$ cat src/rtl/btn_cond_pkg.sv
// btn_cond_pkg: shared types and constants for the multi-channel button conditioner
package btn_cond_pkg;
  typedef enum logic [1:0] {IDLE, PRESS, HELD} hold_state_t;
  localparam int EDGE_RISE = 0;
  localparam int EDGE_FALL = 1;
  localparam int EDGE_BOTH = 2;
endpackage

$ cat src/rtl/btn_channel.sv
// btn_channel: sync, tick-sampled debounce, edge pulses and long-press/repeat for one button
module btn_channel
  import btn_cond_pkg::*;
#(
  parameter int DB_SAMPLES   = 4,
  parameter int HOLD_TICKS   = 100,
  parameter int REPEAT_TICKS = 25
) (
  input  logic clk_in,
  input  logic rst,
  input  logic tick,
  input  logic en,
  input  logic btn,
  output logic level,
  output logic press_pulse,
  output logic release_pulse,
  output logic long_press,
  output logic repeat_pulse
);
  localparam int DW = $clog2(DB_SAMPLES + 1);
  localparam int HW = $clog2(HOLD_TICKS + 1);
  localparam int RW = REPEAT_TICKS > 0 ? $clog2(REPEAT_TICKS + 1) : 1;
  logic [1:0] sync;
  logic [DW-1:0] db_cnt;
  logic stable, stable_d, differ, accept;
  hold_state_t state, state_n;
  logic [HW-1:0] hold_cnt, hold_n;
  logic [RW-1:0] rep_cnt, rep_n;
  logic long_n, rep_pulse_n;
  assign differ = sync[1] ^ stable;
  assign accept = differ && db_cnt == DW'(DB_SAMPLES - 1);
  assign level  = stable;
  // stable_d only advances while running so an edge seen during en=0 is reported on resume
  always_ff @(posedge clk_in) begin
    if (rst) begin
      sync          <= '0;
      db_cnt        <= '0;
      stable        <= 1'b0;
      stable_d      <= 1'b0;
      press_pulse   <= 1'b0;
      release_pulse <= 1'b0;
    end else begin
      sync <= {sync[0], btn};
      if (tick) begin
        db_cnt <= (!differ || accept) ? '0 : db_cnt + 1'b1;
        stable <= accept ? sync[1] : stable;
      end
      if (en) stable_d <= stable;
      press_pulse   <= en & stable & ~stable_d;
      release_pulse <= en & ~stable & stable_d;
    end
  end
  always_ff @(posedge clk_in) begin
    if (rst) begin
      state        <= IDLE;
      hold_cnt     <= '0;
      rep_cnt      <= '0;
      long_press   <= 1'b0;
      repeat_pulse <= 1'b0;
    end else begin
      state        <= state_n;
      hold_cnt     <= hold_n;
      rep_cnt      <= rep_n;
      long_press   <= long_n;
      repeat_pulse <= rep_pulse_n;
    end
  end
  always_comb begin
    state_n     = state;
    hold_n      = hold_cnt;
    rep_n       = rep_cnt;
    long_n      = long_press;
    rep_pulse_n = 1'b0;
    if (tick) begin
      case (state)
        IDLE: if (stable) begin
          state_n = PRESS;
          hold_n  = '0;
        end
        PRESS: if (!stable) state_n = IDLE;
        else if (hold_cnt == HW'(HOLD_TICKS - 1)) begin
          state_n     = HELD;
          long_n      = 1'b1;
          rep_pulse_n = 1'b1;
          rep_n       = '0;
        end else hold_n = hold_cnt + 1'b1;
        HELD: if (!stable) begin
          state_n = IDLE;
          long_n  = 1'b0;
        end else if (REPEAT_TICKS > 0 && rep_cnt == RW'(REPEAT_TICKS - 1)) begin
          rep_pulse_n = 1'b1;
          rep_n       = '0;
        end else rep_n = rep_cnt + 1'b1;
        default: state_n = IDLE;
      endcase
    end
  end
endmodule

$ cat src/rtl/multi_button_conditioner.sv
// multi_button_conditioner: shared debounce-tick prescaler driving N independent button channels
module multi_button_conditioner
  import btn_cond_pkg::*;
#(
  parameter int N_CH         = 4,
  parameter int TICK_DIV     = 500000,
  parameter int DB_SAMPLES   = 4,
  parameter int HOLD_TICKS   = 100,
  parameter int REPEAT_TICKS = 25,
  parameter int EDGE_MODE    = 0
) (
  input  logic            clk_in,
  input  logic            rst,
  input  logic            en,
  input  logic [N_CH-1:0] btn_in,
  output logic [N_CH-1:0] level_out,
  output logic [N_CH-1:0] press_pulse,
  output logic [N_CH-1:0] release_pulse,
  output logic [N_CH-1:0] event_pulse,
  output logic [N_CH-1:0] long_press,
  output logic [N_CH-1:0] repeat_pulse,
  output logic            any_pressed
);
  localparam int PW = $clog2(TICK_DIV);
  logic [PW-1:0] pre_cnt;
  logic tick;
  assign tick = en && pre_cnt == PW'(TICK_DIV - 1);
  always_ff @(posedge clk_in) begin
    if (rst) pre_cnt <= '0;
    else if (en) pre_cnt <= tick ? '0 : pre_cnt + 1'b1;
  end
  for (genvar i = 0; i < N_CH; i++) begin : g_ch
    btn_channel #(
      .DB_SAMPLES  (DB_SAMPLES),
      .HOLD_TICKS  (HOLD_TICKS),
      .REPEAT_TICKS(REPEAT_TICKS)
    ) u_ch (
      .clk_in       (clk_in),
      .rst          (rst),
      .tick         (tick),
      .en           (en),
      .btn          (btn_in[i]),
      .level        (level_out[i]),
      .press_pulse  (press_pulse[i]),
      .release_pulse(release_pulse[i]),
      .long_press   (long_press[i]),
      .repeat_pulse (repeat_pulse[i])
    );
  end
  assign event_pulse = EDGE_MODE == EDGE_FALL ? release_pulse :
                       EDGE_MODE == EDGE_BOTH ? press_pulse | release_pulse : press_pulse;
  assign any_pressed = |level_out;
endmodule

$ cat config.mk
export PLATFORM = sky130hd
export DESIGN_NAME = multi_button_conditioner
export DESIGN_NICKNAME = d
export VERILOG_FILES = /design/src/rtl/btn_cond_pkg.sv /design/src/rtl/btn_channel.sv /design/src/rtl/multi_button_conditioner.sv
export SDC_FILE = /design/constraint.sdc
export NUM_CORES = 1
export LEC_CHECK = 0
export BUFFER_PORTS_ARGS = -buffer_cell sky130_fd_sc_hd__buf_2
export CAP_MARGIN = 0
export CORE_ASPECT_RATIO = 1.4
export CORE_MARGIN = 3
export CORE_UTILIZATION = 62
export DETAILED_ROUTE_END_ITERATION = 10
export PLACE_DENSITY = 0.87
export SYNTH_ARGS = -nofsm -noshare
export SYNTH_HDL_FRONTEND = slang
export SYNTH_HIERARCHICAL = 1
export SYNTH_SLANG_ARGS = --single-unit
$ cat constraint.sdc
create_clock -name clk_in -period 3.7 [get_ports clk_in]
set_input_delay 0.74 -clock clk_in [delete_from_list [all_inputs] [get_ports clk_in]]
set_output_delay 0.74 -clock clk_in [all_outputs]
set_load 0.02 [all_outputs]
; After elaboration in Yosys (flattened, before gate mapping)
; Cells that the tools add are included.
[op_classes]
n_addsub = 13
eq_ne = 49
mux = 97
n_bitwise = 29
reduce_logical = 47
[ops]
columns = op, n
row1 = two-way mux 7 bit, 12
row2 = two-way mux 5 bit, 16
row3 = AND reduction 5 bit, 12
row4 = case mux 7 bit (2 select lines), 4
row5 = case mux 5 bit (2 select lines), 4
row6 = two-way mux 2 bit, 16
row7 = "!= test 2 x 1 -> 1 bit, second input constant", 16
row8 = "adder 7 x 1 -> 7 bit, second input constant", 4
row9 = "equality test 7 bit, second input constant", 4
row10 = two-way mux 1 bit, 28
row11 = case mux 2 bit (3 select lines), 4
row12 = "adder 5 x 1 -> 5 bit, second input constant", 4
row13 = "equality test 5 bit, second input constant", 4
row14 = "adder 19 x 1 -> 19 bit, second input constant", 1
row15 = "equality test 19 bit, second input constant", 1
row16 = two-way mux 19 bit, 1
row17 = bitwise AND 1 bit, 16
row18 = "!= test 2 bit, second input constant", 8
row19 = case mux 1 bit (2 select lines), 8
row20 = AND reduction 4 bit, 4
row21 = nonzero test 2 bit, 8
row22 = "adder 3 x 1 -> 3 bit, second input constant", 4
row23 = "equality test 3 x 2 -> 1 bit, second input constant", 4
row24 = two-way mux 3 bit, 4
row25 = 12 further kinds, 48
[word_totals]
regBits = 119
out_inout_bits = 25
wordCells = 280

; Longest topological paths before layout
; Gate-level depths: netlist (run 1).
[depth]
ltp_word = 4
depth_mapped = 9

; Hierarchy
; Netlist (run 1), hierarchy kept.
[by_module_without_submodules]
columns = mod, instances, cells_each, area_each_um2, seq_area_each_um2
row1 = btn_channel, 4, 157, 1353.8, 500.5
row2 = multi_button_conditioner, 1, 106, 964.7, 380.4

; Worst setup path before layout (run 1)
; OpenSTA, ideal clock, no wires.
[synth_timing]
path_type = input port to flip-flop
start = input en
end = register g_ch[0].u_ch.hold_cnt[5]
setup_time_ns = 0.083
t_arrival_ns = 3.212
required_time_ns = 3.617
path_slack_ns = 0.406
stages = 8
n_path_buf = 1
path_cell_list = and4_1 -> buf_4 -> nand4_2 -> nor2_1 -> nand2_1 -> a211o_1 -> or3_1 -> o221ai_1
[synth_via]
elab_chain_len = 2
[synth_lines]
columns = item, line_no
row1 = from (decl), multi_button_conditioner.sv:14  ; input logic en,
row2 = logical AND 1 bit, multi_button_conditioner.sv:27  ; assign tick = en && pre_cnt == PW'(TICK_DIV - 1);
row3 = net tick, multi_button_conditioner.sv:26  ; logic tick;
row4 = AND reduction 5 bit (no line), n/a
row5 = to (signal assigned), btn_channel.sv:62  ; hold_cnt <= hold_n;
row6 = to (decl), btn_channel.sv:27  ; logic [HW-1:0] hold_cnt, hold_n;
; The timed path passes the listed nets, and every way through them passes these cells.
; A chain may end at the register's enable or synchronous reset.

; Worst setup path in the final report (run 1)
[layout_timing]
start = register pre_cnt[0]
end = register g_ch[1].u_ch.state[0]
[layout_via]
elab_chain_len = 3
[layout_lines]
columns = item, line_no
row1 = from (decl), multi_button_conditioner.sv:25  ; logic [PW-1:0] pre_cnt;
row2 = from (signal assigned), multi_button_conditioner.sv:30  ; else if (en) pre_cnt <= tick ? '0 : pre_cnt + 1'b1;
row3 = equality test 19 bit, multi_button_conditioner.sv:27
row4 = logical AND 1 bit, multi_button_conditioner.sv:27
row5 = net tick, multi_button_conditioner.sv:26
row6 = AND reduction 4 bit (no line), n/a
row7 = to (signal assigned), btn_channel.sv:61  ; state <= state_n;
row8 = to (decl), btn_channel.sv:26  ; hold_state_t state, state_n;
; The timed path passes the listed nets, and every way through them passes these cells.

==> results of run 1 <==
## area by class of cell
| cell class | instances | area, um^2 |
|---|---|---|
| well taps | 135 | 168.9 |
| multi-input cells | 543 | 3660 |
| flip-flops and latches | 119 | 2382 |
| inverters | 41 | 153.9 |
| clock buffers | 22 | 464.2 |
| fillers | 708 | 2814 |
| clock inverters | 9 | 125.1 |
| repair buffers | 35 | 185.2 |
## power groups by stage
stage	Clock, mW	Sequential (mW)	Combinational [mW]
floorplan	0	1.33	0.0461
global placement	0	1.33	0.0637
detailed placement	0	1.33	0.0670
CTS	1.66	1.30	0.0676
global route	1.72	1.30	0.0754
finish	1.65	1.30	0.0683
## per-stage QoR
stage | power (mW) | worst slack (ns) | cells | area (um^2)
floorplan | 1.372 | 0.4057 | 734 | 6380
global placement | 1.392 | 0.7085 | 873 | 6550
detailed placement | 1.396 | 0.5966 | 873 | 6550
CTS | 3.034 | 0.7737 | 904 | 7139
global route | 3.102 | 0.5267 | 904 | 7139
finish | 3.016 | 0.7584 | 904 | 7139
## how the worst max path moves through the flow
stage                     cells after the start                                     to  slack [ns]
after CTS                                     9     g_ch[1].u_ch/state[0]$_SDFFE_PP0P_        0.77
after floorplan                               8  g_ch[0].u_ch/hold_cnt[5]$_SDFFE_PP0P_        0.41
after global placement                        9  g_ch[2].u_ch/hold_cnt[5]$_SDFFE_PP0P_        0.71
after global routing                          9     g_ch[1].u_ch/state[0]$_SDFFE_PP0P_        0.53
final                                         9     g_ch[1].u_ch/state[0]$_SDFFE_PP0P_        0.76
after detailed placement                      9  g_ch[2].u_ch/hold_cnt[5]$_SDFFE_PP0P_        0.60
## worst max-delay path, stage by stage (launching register included)
cell and delay (ns):
dfxtp_1 0.37, ha_1 0.18, and4_1 0.38, nand4_2 0.23, nor2_2 0.18, buf_4 0.34
a21boi_0 0.38, a21boi_0 0.38, o21ai_0 0.21, mux2i_1 0.16
## cells in the final DEF, fill, tap and decap left out, drive strengths merged, types with 8 or more instances in the layout
cell,count
a211oi,8
a21boi,8
a21oi,57
a31oi,8
a41oi,8
and2,12
and3,31
buf,35
clkbuf,22
dfxtp,119
ha,37
inv,41
mux2i,16
nand2,55
nand2b,22
nand3,37
nand3b,12
nand4,9
nand4b,13
nor2,35
nor2b,21
nor3,12
o21ai,38
o221ai,8
o31ai,10
or3,13
xor2,8
## cells in the mapped netlist, types with 6 or more instances
| master | n |
|---|---|
| dfxtp_1 | 119 |
| a21oi_1 | 56 |
| nand2_1 | 55 |
| inv_1 | 41 |
| o21ai_0 | 38 |
| ha_1 | 37 |
| nand3_1 | 37 |
| nor2_1 | 35 |
| and3_1 | 26 |
| nand2b_1 | 22 |
| nor2b_1 | 21 |
| mux2i_1 | 16 |
| nand4b_1 | 13 |
| clkbuf_1 | 12 |
| nand3b_1 | 12 |
| nor3_1 | 12 |
| o31ai_1 | 10 |
| or3_1 | 10 |
| a211oi_1 | 8 |
| a21boi_0 | 8 |
| a31oi_1 | 8 |
| a41oi_1 | 8 |
| and2_2 | 8 |
| buf_2 | 8 |
| o221ai_1 | 8 |
| xor2_1 | 8 |
| nand4_1 | 7 |
| buf_4 | 6 |
| xnor2_1 | 6 |
## logic make-up after synthesis
| logic type | Yosys count | synth area share |
|---|---|---|
| muxes | 16 | 0.02510 |
| DFF | 119 | 0.3734 |
| buffers and inverters | 72 | 0.05334 |
| adders and majority gates | 37 | 0.07256 |
| AOI/OAI and AO/OA | 175 | 0.1781 |
| and+or+nand+nor | 301 | 0.2783 |
| xor gates and xnor gates | 14 | 0.01922 |
## routing by layer
layer	up-vias	share of wire	routed length, um
met5	-	0	0
met4	0	0.026	378
met3	38	0.046	655
met2	183	0.52	7504
met1	2663	0.41	5819
li1	2724	-	-
## sequential cells by signal, indices dropped and copies added (netlist names)
register / cells
g_ch.u_ch/level: 4
g_ch.u_ch/rep_cnt: 20
g_ch.u_ch/hold_cnt: 28
g_ch.u_ch/press_pulse: 4
g_ch.u_ch/stable_d: 4
g_ch.u_ch/db_cnt: 12
g_ch.u_ch/long_press: 4
g_ch.u_ch/sync: 8
g_ch.u_ch/release_pulse: 4
g_ch.u_ch/state: 8
g_ch.u_ch/repeat_pulse: 4
pre_cnt: 19
==> impl_metrics.csv, run 1 <==
group,metric,value,unit
timing,timing_worst_slew_pin_value,0.9455,ns
placed_design,gp_congestion,0.8612,
layout,finalCoreUtilization,0.7173,
drt,drt_wl_total,14360,um
clocking,tritoncts,"built",
power_and_ir_drop,pwr_density_cell,422.5,nW/um^2
die,placement_rows,43,
clocking,cts_hold_buf,0,
die,core-area,9953,um^2
logic_synthesis,net_count_after_synthesis,778,
power_and_ir_drop,intPower,2.406,mW
power_and_ir_drop,net-switching-power,0.6109,mW
placed_design,placed_wire_length_estimate,9662,um
flow_run,max_cap_violations,0,
setup_path,timing.setup.critical_path_class,"reg2reg",
logic_synthesis,synth_enable_flop_cells,0,
power_and_ir_drop,p_seq_frac,0.432,
timing,timing.slew.headroom,0.3697,
power_and_ir_drop,switching_share,0.2025,
layout,layout.nets,801,
timing,fin_crit_sh,0.7950,
global_route,grtUsageMet1,0.2738,
clocking,master_cell_of_the_clock_root_buffer,"clkbuf_16",
setup_path,worstReg2RegStart,"pre_cnt[0]$_SDFFE_PP0P_",
logic_synthesis,postSynthRegisterBits,119,
global_route,grt.busiest_layer,"met2",
logic_synthesis,synth_flop_cell,"dfxtp_1",
setup_path,r2r-end,"g_ch[1].u_ch/state[0]$_SDFFE_PP0P_",
clocking,worstSkewPairLatency,0.41,ns
logic_synthesis,syn_inst,734,
global_route,met2_usage,0.4615,
setup_path,r2r_slack,0.76,ns
worst_hold_path,worstHoldPathType,"reg2reg",
layout,fraction_of_final_layout_cells_with_drive_strength_greater_than_1,0.1209,
drt,viasPerCell,6.204,
drt,detail_route.wl_per_cell,15.88,um
clocking,cts_setup_buffers,0,
clocking,clk_pin_slew_worst_paths,0.05,ns
global_route,pin_count_of_the_biggest_net_entering_global_routing,51,
layout,areaGrowthSynthToFinish,11.90,%
global_route,globalRoute.totalOverflow,0,
power_and_ir_drop,clkPwrFrac,0.546,
setup_path,crit_path_start,"pre_cnt[0]$_SDFFE_PP0P_",
logic_synthesis,synthesis.area,6380,um^2
setup_path,worst-r2r-cell-count,9,
clocking,clock_sinks,119,
drt,final_antenna_net_count,0,
timing,maxSlewViolCount,0,
setup_path,critPathMaxFanout,32,
power_and_ir_drop,p_comb_frac,0.023,
global_route,grt_pass1_wl,24180,um
logic_synthesis,synth_warnings,6,
timing,final-hold-violation-count,0,
clocking,post_cts_resize_count,0,
logic_synthesis,portion_of_the_post_synthesis_area_used_by_sequential_elements,0.3734,
clocking,number_of_buffers_inserted_during_clock_tree_synthesis,17,
drt,drt_iter0_markers,484,
global_route,antenna_violations_before_repair,0,
die,io-pin-count,32,
layout,n_antenna_cell,0,
die,dieArea,11560,um^2
worst_hold_path,worst_hold_path.endpoint,"g_ch[3].u_ch/press_pulse$_SDFF_PP0_",
timing,period_needed,2.942,ns
setup_path,worst_setup_path_end_kind,"register",
global_route,grtUsageMet3,0.05257,
setup_path,worst_ep_required_time,3.99,ns
die,die_w,91.73,um
logic_synthesis,synth_top_area_share,0.3734,
global_route,number_of_global_route_vias_before_repair,5615,
logic_synthesis,synthesis.area_per_instance,8.692,um^2
die,floorplan.initialDensity,0.6410,
drt,via_count,5608,
timing,rsz0062_at_grt,"no",
power_and_ir_drop,cellLeakagePower,2.639,nW
status,outcome,"complete, no violations",
logic_synthesis,synthArstFlopShare,0,
timing,final.hold.worst_slack,0.4348,ns
logic_synthesis,cells_taking_the_most_area_after_synthesis,"dfxtp_1 (37%), ha_1 (7.3%), a21oi_1 (4.4%), nand2_1 (3.2%), o21ai_0 (3.0%)",
global_route,grt.total_usage,0.2518,
timing,tns,0,ns
logic_synthesis,synth.lib_cells_used.distinct,53,
setup_path,worst-endpoint-arrival,3.23,ns
die,floorplan.die.height,126.0,um
timing,setup_violations,0,
worst_hold_path,timing.hold.worst_path_depth,1,
logic_synthesis,netlist.top_cell.by_area,"dfxtp_1",
power_and_ir_drop,worst_ir_drop_vdd,325.0,uV
drt,drc,0,
timing,finalClockSkew,0.006582,ns
worst_hold_path,worstHoldStart,"g_ch[3].u_ch/stable_d$_SDFFE_PP0P_",
timing,max_freq,340.0,MHz
setup_path,crit_path_start_kind,"register",
clocking,h_tree_depth,4,
clocking,cts_buffer_depth,2,
placed_design,buffer_ports.inserted,31,
drt,detailedRoute.firstPassIterationCount,5,
Power figures use the tool's default switching activity.
==> run 2, diff against run 1 <==
--- a/config.mk
+++ b/config.mk
@@ -9,9 +9,9 @@
 export CAP_MARGIN = 0
 export CORE_ASPECT_RATIO = 1.4
 export CORE_MARGIN = 3
-export CORE_UTILIZATION = 62
+export CORE_UTILIZATION = 56
 export DETAILED_ROUTE_END_ITERATION = 10
-export PLACE_DENSITY = 0.87
+export PLACE_DENSITY = 0.83
 export SYNTH_ARGS = -nofsm -noshare
 export SYNTH_HDL_FRONTEND = slang
 export SYNTH_HIERARCHICAL = 1
==> constraint.sdc (replaced) <==
create_clock -name clk_in -period 2.5 [get_ports clk_in]
set_input_delay 0.5 -clock clk_in [delete_from_list [all_inputs] [get_ports clk_in]]
set_output_delay 0.5 -clock clk_in [all_outputs]
set_load 0.02 [all_outputs]
==> impl_metrics.csv, run 2 (synthesis gave the netlist of run 1 again) <==
group,metric,value,unit
layout,largest_registers,"g_ch.u_ch/hold_cnt (28), g_ch.u_ch/rep_cnt (20), pre_cnt (19)",
global_route,number_of_global_route_vias_before_repair,5412,
setup_path,worst_setup_path_end_kind,"register",
die,floorplan.die.height,132.3,um
power_and_ir_drop,worst_ir_drop_vdd,536.4,uV
layout,layout.nets,815,
clocking,master_cell_of_the_clock_root_buffer,"clkbuf_16",
global_route,antenna_violations_before_repair,0,
die,placement_rows,45,
worst_hold_path,worstHoldStart,"btn_in[3]",
clocking,h_tree_depth,4,
placed_design,gp_congestion,0.9025,
setup_path,critPathMaxFanout,12,
placed_design,placedCellCount,893,
timing,setup_violations,0,
drt,drt_wl_total,14540,um
die,core-area,10980,um^2
setup_path,worst_ep_required_time,2.83,ns
layout,largest_register_ffs,28,
layout,leading_cell_type_in_the_layout_fill_and_taps_excluded,"dfxtp_1",
flow_run,max_cap_violations,0,
layout,layout.cell_area.non_filler,7247,um^2
worst_hold_path,worstHoldPathType,"in2reg",
setup_path,worstReg2RegStart,"pre_cnt[0]$_SDFFE_PP0P_",
die,floorplan.initialDensity,0.5811,
timing,rsz0062_at_grt,"no",
placed_design,buffer_ports.inserted,31,
timing,timing_worst_slew_pin_value,0.5292,ns
timing,setup_ws,0.1646,ns
layout,most-common-layout-cells,"dfxtp_1 (119), a21oi_1 (56), nand2_1 (55), inv_1 (41), o21ai_0 (38)",
global_route,pin_count_of_the_biggest_net_entering_global_routing,60,
global_route,globalRoute.totalOverflow,0,
global_route,grt.total_usage,0.2341,
clocking,cts_setup_buffers,0,
layout,fraction_of_final_layout_cells_with_drive_strength_greater_than_1,0.1418,
layout,layout.area.seq,2382,um^2
timing,maxSlewViolCount,0,
timing,fin_crit_sh,0.9342,
status,outcome,"complete, no violations",
clocking,cts_buffer_depth,2,
layout,n_antenna_cell,0,
timing,tns,0,ns
timing,max_freq,428.2,MHz
power_and_ir_drop,cellLeakagePower,2.696,nW
setup_path,worst-endpoint-arrival,2.66,ns
layout,top_register,"g_ch.u_ch/hold_cnt",
drt,via_count,5622,
die,die_w,96.21,um
setup_path,r2r-end,"g_ch[0].u_ch/hold_cnt[6]$_SDFFE_PP0P_",
setup_path,r2r_slack,0.16,ns
drt,drt_iter0_markers,304,
die,io-pin-count,32,
layout,areaGrowthSynthToFinish,13.59,%
clocking,clk_pin_slew_worst_paths,0.05,ns
timing,timing.slew.headroom,0.6467,
drt,viasPerCell,6.084,
placed_design,placed_wire_length_estimate,9753,um
die,dieArea,12730,um^2
placed_design,pre_cts_slack,0.09134,ns
clocking,clock_sinks,119,
clocking,tritoncts,"built",
timing,finalClockSkew,0.006474,ns
worst_hold_path,timing.hold.worst_path_depth,2,
global_route,grt_pass1_wl,24400,um
drt,detail_route.wl_per_cell,15.74,um
clocking,post_cts_resize_count,0,
drt,drc,0,
setup_path,timing.setup.critical_path_class,"reg2reg",
worst_hold_path,worst_hold_path.endpoint,"g_ch[3].u_ch/sync[0]$_SDFF_PP0_",
power_and_ir_drop,pwr_density_cell,588.2,nW/um^2
setup_path,worst-r2r-cell-count,9,
setup_path,crit_path_start_kind,"register",
clocking,worstSkewPairLatency,0.41,ns
clocking,cts_hold_buf,0,
drt,detailedRoute.firstPassIterationCount,5,
layout,fillerInstances,857,
layout,instances_no_fill,924,
drt,final_antenna_net_count,0,
timing,final-hold-violation-count,0,
placed_design,post_dp_cell_area,6693,um^2
timing,period_needed,2.335,ns
layout,multi_input_area,3679,um^2
clocking,number_of_buffers_inserted_during_clock_tree_synthesis,17,
run 2: area by class of cell:
| type | instances | area share |
|---|---|---|
| timing repair buffer | 49 | 0.04351 |
| multi-input combinational | 543 | 0.5076 |
| clock inverter | 10 | 0.01105 |
| inverter | 41 | 0.02124 |
| sequential | 119 | 0.3287 |
| clock buffer | 21 | 0.06354 |
| tap | 141 | 0.02434 |
run 2: how the worst max path moves through the flow:
stage | startpoint | endpoint | slack (ns)
after floorplan | pre_cnt[0]$_SDFFE_PP0P_ | g_ch[0].u_ch/hold_cnt[5]$_SDFFE_PP0P_ | 0.03
after global placement | en | g_ch[0].u_ch/state[0]$_SDFFE_PP0P_ | 0.17
after detailed placement | pre_cnt[4]$_SDFFE_PP0P_ | g_ch[0].u_ch/state[0]$_SDFFE_PP0P_ | 0.09
after CTS | pre_cnt[0]$_SDFFE_PP0P_ | g_ch[2].u_ch/state[0]$_SDFFE_PP0P_ | 0.03
after global routing | pre_cnt[0]$_SDFFE_PP0P_ | g_ch[3].u_ch/state[0]$_SDFFE_PP0P_ | 0.01
final | pre_cnt[0]$_SDFFE_PP0P_ | g_ch[0].u_ch/hold_cnt[6]$_SDFFE_PP0P_ | 0.16
run 2: stage by stage:
step | total power [mW] | hold WS [ns] | util
after floorplan | 2.031 | 0.4114 | -
after global placement | 2.063 | 0.4194 | 0.6096
after detailed placement | 2.068 | 0.4281 | 0.6096
after CTS | 4.299 | 0.2876 | 0.6588
after global routing | 4.395 | 0.3093 | 0.6601
final | 4.263 | 0.2968 | 0.6601
run 2: power breakdown:
group	switching (mW)	total [mW]	internal [mW]
clock	0.835	2.23	1.40
sequential	0.0142	1.93	1.91
combinational	0.0603	0.104	0.0438
total	0.910	4.26	3.35
run 2: metal layers:
| metal | GRT usage | part of all wire | vias up |
|---|---|---|---|
| li1 | - | - | 2742 |
| met1 | 0.2776 | 0.43 | 2698 |
| met2 | 0.3896 | 0.50 | 149 |
| met3 | 0.06225 | 0.040 | 33 |
| met4 | 0.1005 | 0.025 | 0 |
| met5 | 0 | 0 | - |
run 2: critical path, cell delays in order, from the launching register on:
cell and delay, ns:
dfxtp_1 0.38, ha_1 0.19, and4_1 0.25, nand4_2 0.15
nor2_4 0.19, buf_4 0.22, nand2_1 0.09, a211o_1 0.34
or3_1 0.38, o221ai_1 0.08
